$ cat src/rtl/mem_arb_pkg.sv
// Shared definitions for the two-master memory arbiter.
//   DATA_W      : data bus width, taken from `DATA_WIDTH (defaults to 32 when not
//                 already defined by the core's common header).
//   WIDTH_W     : write-width field width.
//   M_FETCH/M_EXEC : master indices (fetch is master 0).
//   arb_state_t : arbiter FSM states.
`ifndef DATA_WIDTH
`define DATA_WIDTH 32
`endif

package mem_arb_pkg;

  localparam int unsigned DATA_W  = `DATA_WIDTH;
  localparam int unsigned WIDTH_W = 3;

  localparam int unsigned M_FETCH = 0;
  localparam int unsigned M_EXEC  = 1;

  typedef enum logic [1:0] {
    ARB_IDLE   = 2'd0,
    ARB_GRANT0 = 2'd1,
    ARB_GRANT1 = 2'd2
  } arb_state_t;

endpackage

$ cat src/rtl/rr_pick2.sv
// Combinational two-way round-robin picker.
//   req      : request per master.
//   last_gnt : index of the master granted most recently.
//   pick     : one-hot choice; a lone requester always wins, a tie goes to the
//              master that was not granted last.
module rr_pick2 (
  input  logic [1:0] req,
  input  logic       last_gnt,
  output logic [1:0] pick
);

  always_comb begin
    pick = req;
    if (&req) begin
      pick = last_gnt ? 2'b01 : 2'b10;
    end
  end

endmodule

$ cat src/rtl/mem_arbiter.sv
// Two-master, one-slave memory arbiter (master 0 = fetch, master 1 = execute).
// A grant is issued one cycle after a request and held until the granted master
// completes a read or write handshake or withdraws its request; one idle cycle
// always follows a grant. Master signals are muxed combinationally from the
// registered grant.
//   i_clk, i_rst_n           : clock, asynchronous active-low reset.
//   i_m_* / o_m_*            : per-master request/response (flattened, master 0 in LSBs).
//   o_addr .. o_rd_ready     : request towards memory.
//   i_wr_ready, i_data, i_rd_valid : response from memory.
//   o_gnt, o_busy            : registered one-hot grant and grant-held flag.
// Optional: define MEM_ARB_TIMEOUT_EN to add a per-grant watchdog (TIMEOUT_CYCLES)
// with o_timeout / o_timeout_m outputs.
module mem_arbiter
  import mem_arb_pkg::*;
#(
  parameter int unsigned NUM_M = 2
`ifdef MEM_ARB_TIMEOUT_EN
  , parameter int unsigned TIMEOUT_CYCLES = 256
`endif
) (
  input  logic                       i_clk,
  input  logic                       i_rst_n,
  input  logic [NUM_M*32-1:0]        i_m_addr,
  input  logic [NUM_M*DATA_W-1:0]    i_m_data,
  input  logic [NUM_M-1:0]           i_m_wr_valid,
  output logic [NUM_M-1:0]           o_m_wr_ready,
  input  logic [NUM_M*WIDTH_W-1:0]   i_m_wr_width,
  output logic [DATA_W-1:0]          o_m_data,
  output logic [NUM_M-1:0]           o_m_rd_valid,
  input  logic [NUM_M-1:0]           i_m_rd_ready,
  output logic [31:0]                o_addr,
  output logic [DATA_W-1:0]          o_data,
  output logic                       o_wr_valid,
  output logic [WIDTH_W-1:0]         o_wr_width,
  output logic                       o_rd_ready,
  input  logic                       i_wr_ready,
  input  logic [DATA_W-1:0]          i_data,
  input  logic                       i_rd_valid,
  output logic [NUM_M-1:0]           o_gnt,
  output logic                       o_busy
`ifdef MEM_ARB_TIMEOUT_EN
  , output logic                     o_timeout,
  output logic                       o_timeout_m
`endif
);

  arb_state_t       state_q;
  logic [NUM_M-1:0] gnt_q;
  logic             last_gnt_q;
  logic [NUM_M-1:0] req;
  logic [NUM_M-1:0] pick;
  logic             complete;
  logic             req_held;

`ifdef MEM_ARB_TIMEOUT_EN
  localparam int unsigned CntW = $clog2(TIMEOUT_CYCLES + 1);
  logic [CntW-1:0] cnt_q;
`endif

  assign req = i_m_rd_ready | i_m_wr_valid;

  rr_pick2 u_pick (
    .req      (req),
    .last_gnt (last_gnt_q),
    .pick     (pick)
  );

  // Memory-side mux driven only by the registered grant.
  always_comb begin
    o_addr     = '0;
    o_data     = '0;
    o_wr_valid = 1'b0;
    o_wr_width = '0;
    o_rd_ready = 1'b0;
    unique case (1'b1)
      gnt_q[M_FETCH]: begin
        o_addr     = i_m_addr[M_FETCH*32 +: 32];
        o_data     = i_m_data[M_FETCH*DATA_W +: DATA_W];
        o_wr_valid = i_m_wr_valid[M_FETCH];
        o_wr_width = i_m_wr_width[M_FETCH*WIDTH_W +: WIDTH_W];
        o_rd_ready = i_m_rd_ready[M_FETCH];
      end
      gnt_q[M_EXEC]: begin
        o_addr     = i_m_addr[M_EXEC*32 +: 32];
        o_data     = i_m_data[M_EXEC*DATA_W +: DATA_W];
        o_wr_valid = i_m_wr_valid[M_EXEC];
        o_wr_width = i_m_wr_width[M_EXEC*WIDTH_W +: WIDTH_W];
        o_rd_ready = i_m_rd_ready[M_EXEC];
      end
      default: ;
    endcase
  end

  assign o_m_wr_ready = gnt_q & {NUM_M{i_wr_ready}};
  assign o_m_rd_valid = gnt_q & {NUM_M{i_rd_valid}};
  // Read data is a broadcast; it is only blanked so every output reads 0 in reset.
  assign o_m_data     = i_rst_n ? i_data : '0;
  assign o_gnt        = gnt_q;
  assign o_busy       = |gnt_q;

  assign complete = (o_rd_ready & i_rd_valid) | (o_wr_valid & i_wr_ready);
  assign req_held = |(gnt_q & req);

  always_ff @(posedge i_clk or negedge i_rst_n) begin
    if (!i_rst_n) begin
      state_q     <= ARB_IDLE;
      gnt_q       <= '0;
      last_gnt_q  <= 1'b1;
`ifdef MEM_ARB_TIMEOUT_EN
      cnt_q       <= '0;
      o_timeout   <= 1'b0;
      o_timeout_m <= 1'b0;
`endif
    end else begin
`ifdef MEM_ARB_TIMEOUT_EN
      o_timeout   <= 1'b0;
      o_timeout_m <= 1'b0;
`endif
      unique case (state_q)
        ARB_IDLE: begin
          if (|req) begin
            state_q    <= pick[M_EXEC] ? ARB_GRANT1 : ARB_GRANT0;
            gnt_q      <= pick;
            last_gnt_q <= pick[M_EXEC];
`ifdef MEM_ARB_TIMEOUT_EN
            cnt_q      <= '0;
`endif
          end
        end
        ARB_GRANT0, ARB_GRANT1: begin
          // Completion or withdrawal releases the grant; the next cycle is idle.
          if (complete || !req_held) begin
            state_q <= ARB_IDLE;
            gnt_q   <= '0;
          end
`ifdef MEM_ARB_TIMEOUT_EN
          else if (cnt_q == CntW'(TIMEOUT_CYCLES - 1)) begin
            state_q     <= ARB_IDLE;
            gnt_q       <= '0;
            o_timeout   <= 1'b1;
            o_timeout_m <= gnt_q[M_EXEC];
          end else begin
            cnt_q <= cnt_q + CntW'(1);
          end
`endif
        end
        default: begin
          state_q <= ARB_IDLE;
          gnt_q   <= '0;
        end
      endcase
    end
  end

endmodule

$ cat config.mk
export PLATFORM = sky130hd
export DESIGN_NAME = mem_arbiter
export DESIGN_NICKNAME = d
export VERILOG_FILES = /design/src/rtl/mem_arb_pkg.sv /design/src/rtl/rr_pick2.sv /design/src/rtl/mem_arbiter.sv
export SDC_FILE = /design/constraint.sdc
export NUM_CORES = 1
export LEC_CHECK = 0
export ABC_AREA = 1
export BUFFER_PORTS_ARGS = -buffer_cell sky130_fd_sc_hd__buf_2
export CAP_MARGIN = 10
export CORE_AREA = 2 2 110 112
export DETAILED_ROUTE_END_ITERATION = 16
export DIE_AREA = 0 0 112 114
export GPL_TIMING_DRIVEN = 0
export SYNTH_ARGS = -nofsm -noshare
export SYNTH_HDL_FRONTEND = slang
export SYNTH_HIERARCHICAL = 1
export SYNTH_SLANG_ARGS = --single-unit
$ cat constraint.sdc
create_clock -name i_clk -period 1.71 [get_ports i_clk]
set_input_delay 0 -clock i_clk [delete_from_list [all_inputs] [get_ports i_clk]]
set_output_delay 0 -clock i_clk [all_outputs]
set_load 0.01 [all_outputs]
== Yosys cells after proc, flatten, opt, wreduce, memory -nomap -nowiden ==
Cells that the tools add are included.
Cells by class
  equality and inequality tests: 4
  mux-type cells: 14
  bitwise operators: 7
  reductions and logical operators: 10
Operators by type and width (count)
  one-hot mux 32 bit (2 select lines): 2
  2-to-1 mux 32 bit: 1
  2-to-1 mux 2 bit: 6
  one-hot mux 2 bit (2 select lines): 2
  OR reduction 2 bit: 4
  AND 2 bit: 3
  one-hot mux 3 bit (2 select lines): 1
  AND reduction 2 bit: 3
  inequality test 2 bit, second input constant: 2
  one-hot mux 1 bit (2 select lines): 2
  AND 1 bit: 2
  equality test 2 x 1 -> 1 bit, second input constant: 1
  equality test 2 bit, second input constant: 1
  logical NOT 2 bit: 1
  bitwise OR 2 bit: 1
  logical NOT 1 bit: 1
  logical OR 1 bit: 1
  bitwise OR 1 bit: 1
Word-level totals
  bits in registers: 5
  input bits: 174
  output and inout port bits: 108

== Longest topological paths before layout ==
  word-level depth: 7
  gate-level depth with buffers: 9
  depth with buffers taken out: 7

== Cells and area by module ==
Netlist, hierarchy kept.
Modules (own cells, without submodules)
  mem_arbiter: instances 1, cells each 203, area each 1252.5 µm², sequential area each 101.3 µm²
  rr_pick2: instances 1, cells each 5, area each 21.3 µm², sequential area each 0.0 µm²

== Worst setup path before layout ==
No wires, ideal clock.
  path kind: reg-to-reg
  start point: register state_q[1]
  end point: register state_q[1]
  data arrival time: 1.274 ns
  data required time: 1.593 ns
  path slack: 0.320 ns
  stages on the path, launching flop included: 10
  buffers on the path: 2
  clock period less this slack: 1.390 ns
  path through: dfrtp_1 > buf_4 > buf_2 > inv_1 > ha_1 > inv_1 > nor2_1 > o21bai_2 > nand2_1 > nand2_1
On the way
  cells in the longest elaborated chain, start to end: 4
  elaborated cells between the ends (all ways): 8
  classes of those cells: eq/ne: 4; mux: 1; reduce/logical: 3
Ends and longest elaborated chain
  from (decl): line mem_arbiter.sv:47  | arb_state_t state_q;
  from (signal assigned): line mem_arbiter.sv:122  | state_q <= pick[M_EXEC] ? ARB_GRANT1 : ARB_GRANT0;
  equality test 2 x 1 -> 1 bit or equality test 2 bit (tied branches): line mem_arbiter.sv:119  | unique case (state_q)
  OR reduction 2 bit: line mem_arbiter.sv:119
  inequality test 2 bit (no line)
  AND reduction 2 bit (no line)
Several ways; a longest one is shown, not always the timed one.
A chain may end at the register's enable or synchronous reset.

==> qor.txt <==
Max-cap violations -> 0
antenna violations before repair -> 4
Pins Over Slew Limit -> 0
VDD IR-drop max -> 0.000523 V
unrepaired setup endpoints after global routing -> false
Static Leak -> 0.00212 uW
number of port buffers -> 281
Sum Neg Setup Slack -> 0 ns
H-tree depth -> 1
GRT Max-Usage Layer -> met2
Die Y -> 114 um
Synth Area in XOR/XNOR -> 0%
first-pass iteration count of the detailed router -> 4
critical path's most frequent cell -> buf_2
GPL Wtd Cong -> 0.771
vias in the first global route -> 2,201
top cells by area, synth -> a22o_1 (46%), nand2_1 (16%), inv_1 (13%)
Worst Setup SP -> state_q[1]
Synth Area in Simple Gates -> 21.1%
Via density -> 3.95
CTS tree -> yes
largest net degree at the start of global routing -> 11
Final WS setup -> 0.245 ns
Power Density -> 1200 nW/um^2
critical path endpoint category -> primary output
Clock Tree Root -> clkbuf_16
Max FO, Critical Path -> 19
reg2reg start -> state_q[1]
Area Overhead vs Synth -> 132%
Synth Area per Inst -> 6.12 um^2
DR iter-0 viols -> 78
antenna-violating nets left -> 0
Post-Route WL -> 7620 um
top cell type by total area after synthesis -> a22o_1
Boundary Pins -> 282
clk_skew -> 0.00117 ns
r2r setup slk -> 0.25 ns
kind of critical path -> reg -> out
Critical Path Source Type -> flop
via count -> 2,536
GR met3 Demand/Resource -> 2.71%
top cell type's share of synthesized area -> 46.1%
drt drc -> 0
Synth Register Bits -> 4
post-CTS sizing -> 0
M2 GR Usage -> 19.9%
wire per inst -> 11.9 um
num rows -> 40
Setup WS pre-CTS -> 0.0546 ns
slew margin rel. -> 75.0%
Longest Clk Path Bufs -> 2
first-pass GRT wire length -> 10,500 um
Initial Utilization -> 10.9%
mux contribution to synthesized area -> 0%
GR Overflow Total -> 0
combinational family with the most area after synthesis -> compound AO/OA/AOI/OAI gates
most frequent cells in the layout -> buf_2 (294), a22o_1 (67), nand2_1 (55)
clock-pin slew of the registers on the worst-case setup and hold paths -> 0.03 ns
Synth Instances -> 208
Final #Nets -> 669
post-synthesis cell type count -> 19
Crit-path slowest cell -> dfrtp_1
net count after synthesis -> 383
Synth Warn # -> 6
CTS buffer count -> 3
core area -> 11,700 um^2
adder-cell share of the synthesized area -> 0.982%
Post-Syn Area -> 1270 um^2
sequential share of the synthesized area -> 7.96%
# setup viols final -> 0
DP HPWL -> 6550 um
GRT met1 Usage -> 11.3%
fin crit share -> 85.7%
Die W -> 112 um
crit path DAT -> 1.47 ns
Sink Count -> 4
post-synthesis compound-gate area fraction -> 48.5%
CP required -> 1.71 ns
Final Hold Fails -> 0
DIE AREA -> 12,800 um^2
Worst-Margin Slew -> 0.375 ns
later-pin clock latency in the skew report -> 0.22 ns
crit path cell chain -> buf_4, buf_2, a22o_1, buf_2
all-layer global routing usage -> 10.3%
share of cells above drive strength 1 -> 62.1%
Final min period -> 1.47 ns
Worst path max stage delay -> 0.38 ns
status -> complete, no violations
HP Class -> in -> async
commonest non-fill, non-tap cell in the layout -> buf_2
Max Fclk -> 682 MHz
==> state kept, by name (all words and copies together) (netlist names) <==
name and flops:
state_q 2, last_gnt_q 1, o_gnt 1
==> per-layer routing <==
layer | part of all wire (%) | wire [um]
met3 | 11 | 856
met4 | 0.28 | 21
met2 | 51 | 3900
met5 | 0.39 | 30
met1 | 37 | 2810
==> critical path: cells and delay by family, from the launching register on <==
kind            cells  cell delay (ns)
compound gates      1             0.19
buf+inv             3             0.67
flops               1             0.38
==> final timing paths <==
path | to | cells past startpoint
worst min-delay path | state_q[1] | 2
min in group i_clk | last_gnt_q | 6
worst min register to register | state_q[0] | 2
worst max register to register | o_gnt[0] | 6
max in group asynchronous | last_gnt_q | 2
worst max-delay path | o_data[9] | 4
==> Yosys cell counts (all sizes together) <==
master,n
a22o,67
inv,44
nand3,4
buf,17
o21bai,1
nor2,3
o21ai,3
clkbuf,3
or2,1
dfstp,1
nand4,1
a21oi,1
nand2,58
ha,1
dfrtp,3
==> cell type report <==
cell class	count	area, um^2
Antenna cell	2	5.00
Multi-Input combinational cell	140	900
Tap cell	147	184
Clock buffer	4	78.8
Timing Repair Buffer	282	1420
Buffer	19	103
Sequential cell	4	101
Inverter	44	165
Fill cell	1338	8760
==> timing repair <==
| action | CTS | global route |
|---|---|---|
| endpoints found under the hold margin | 4 | 0 |
| endpoints found under the setup margin | 0 | 3 |
| hold buffers | 1 | 0 |
| buffers inserted | 0 | 0 |
==> kinds of logic after synthesis <==
logic type                 after synthesis
AOI/OAI and AO/OA                       72
adders and majority gates                1
buffers and inverters                   64
DFF                                      4
and+or+nand+nor                         67
==> metrics by stage <==
stage / hold WS (ns) / utilization [%] / instances / total power, uW / cell area [um^2]
6_report: 0.150 / 25.2 / 642 / 3550 / 2950
5_1_grt: 0.168 / 25.2 / 642 / 3860 / 2950
4_1_cts: 0.158 / 25.2 / 641 / 3620 / 2950
3_5_place_dp: -0.139 / 24.5 / 636 / 3220 / 2860
3_3_place_gp: -0.140 / 24.5 / 636 / 3230 / 2860
2_1_floorplan: -0.296 / - / 208 / 1980 / 1270
==> power by group <==
group | total (uW) | leakage, uW | switching (uW) | internal [uW]
Sequential | 180 | 0.0000493 | 31.8 | 148
Clock | 375 | 0.0000382 | 66.7 | 308
Combinational | 3000 | 0.00204 | 1620 | 1380
Power figures use the tool's default switching activity.
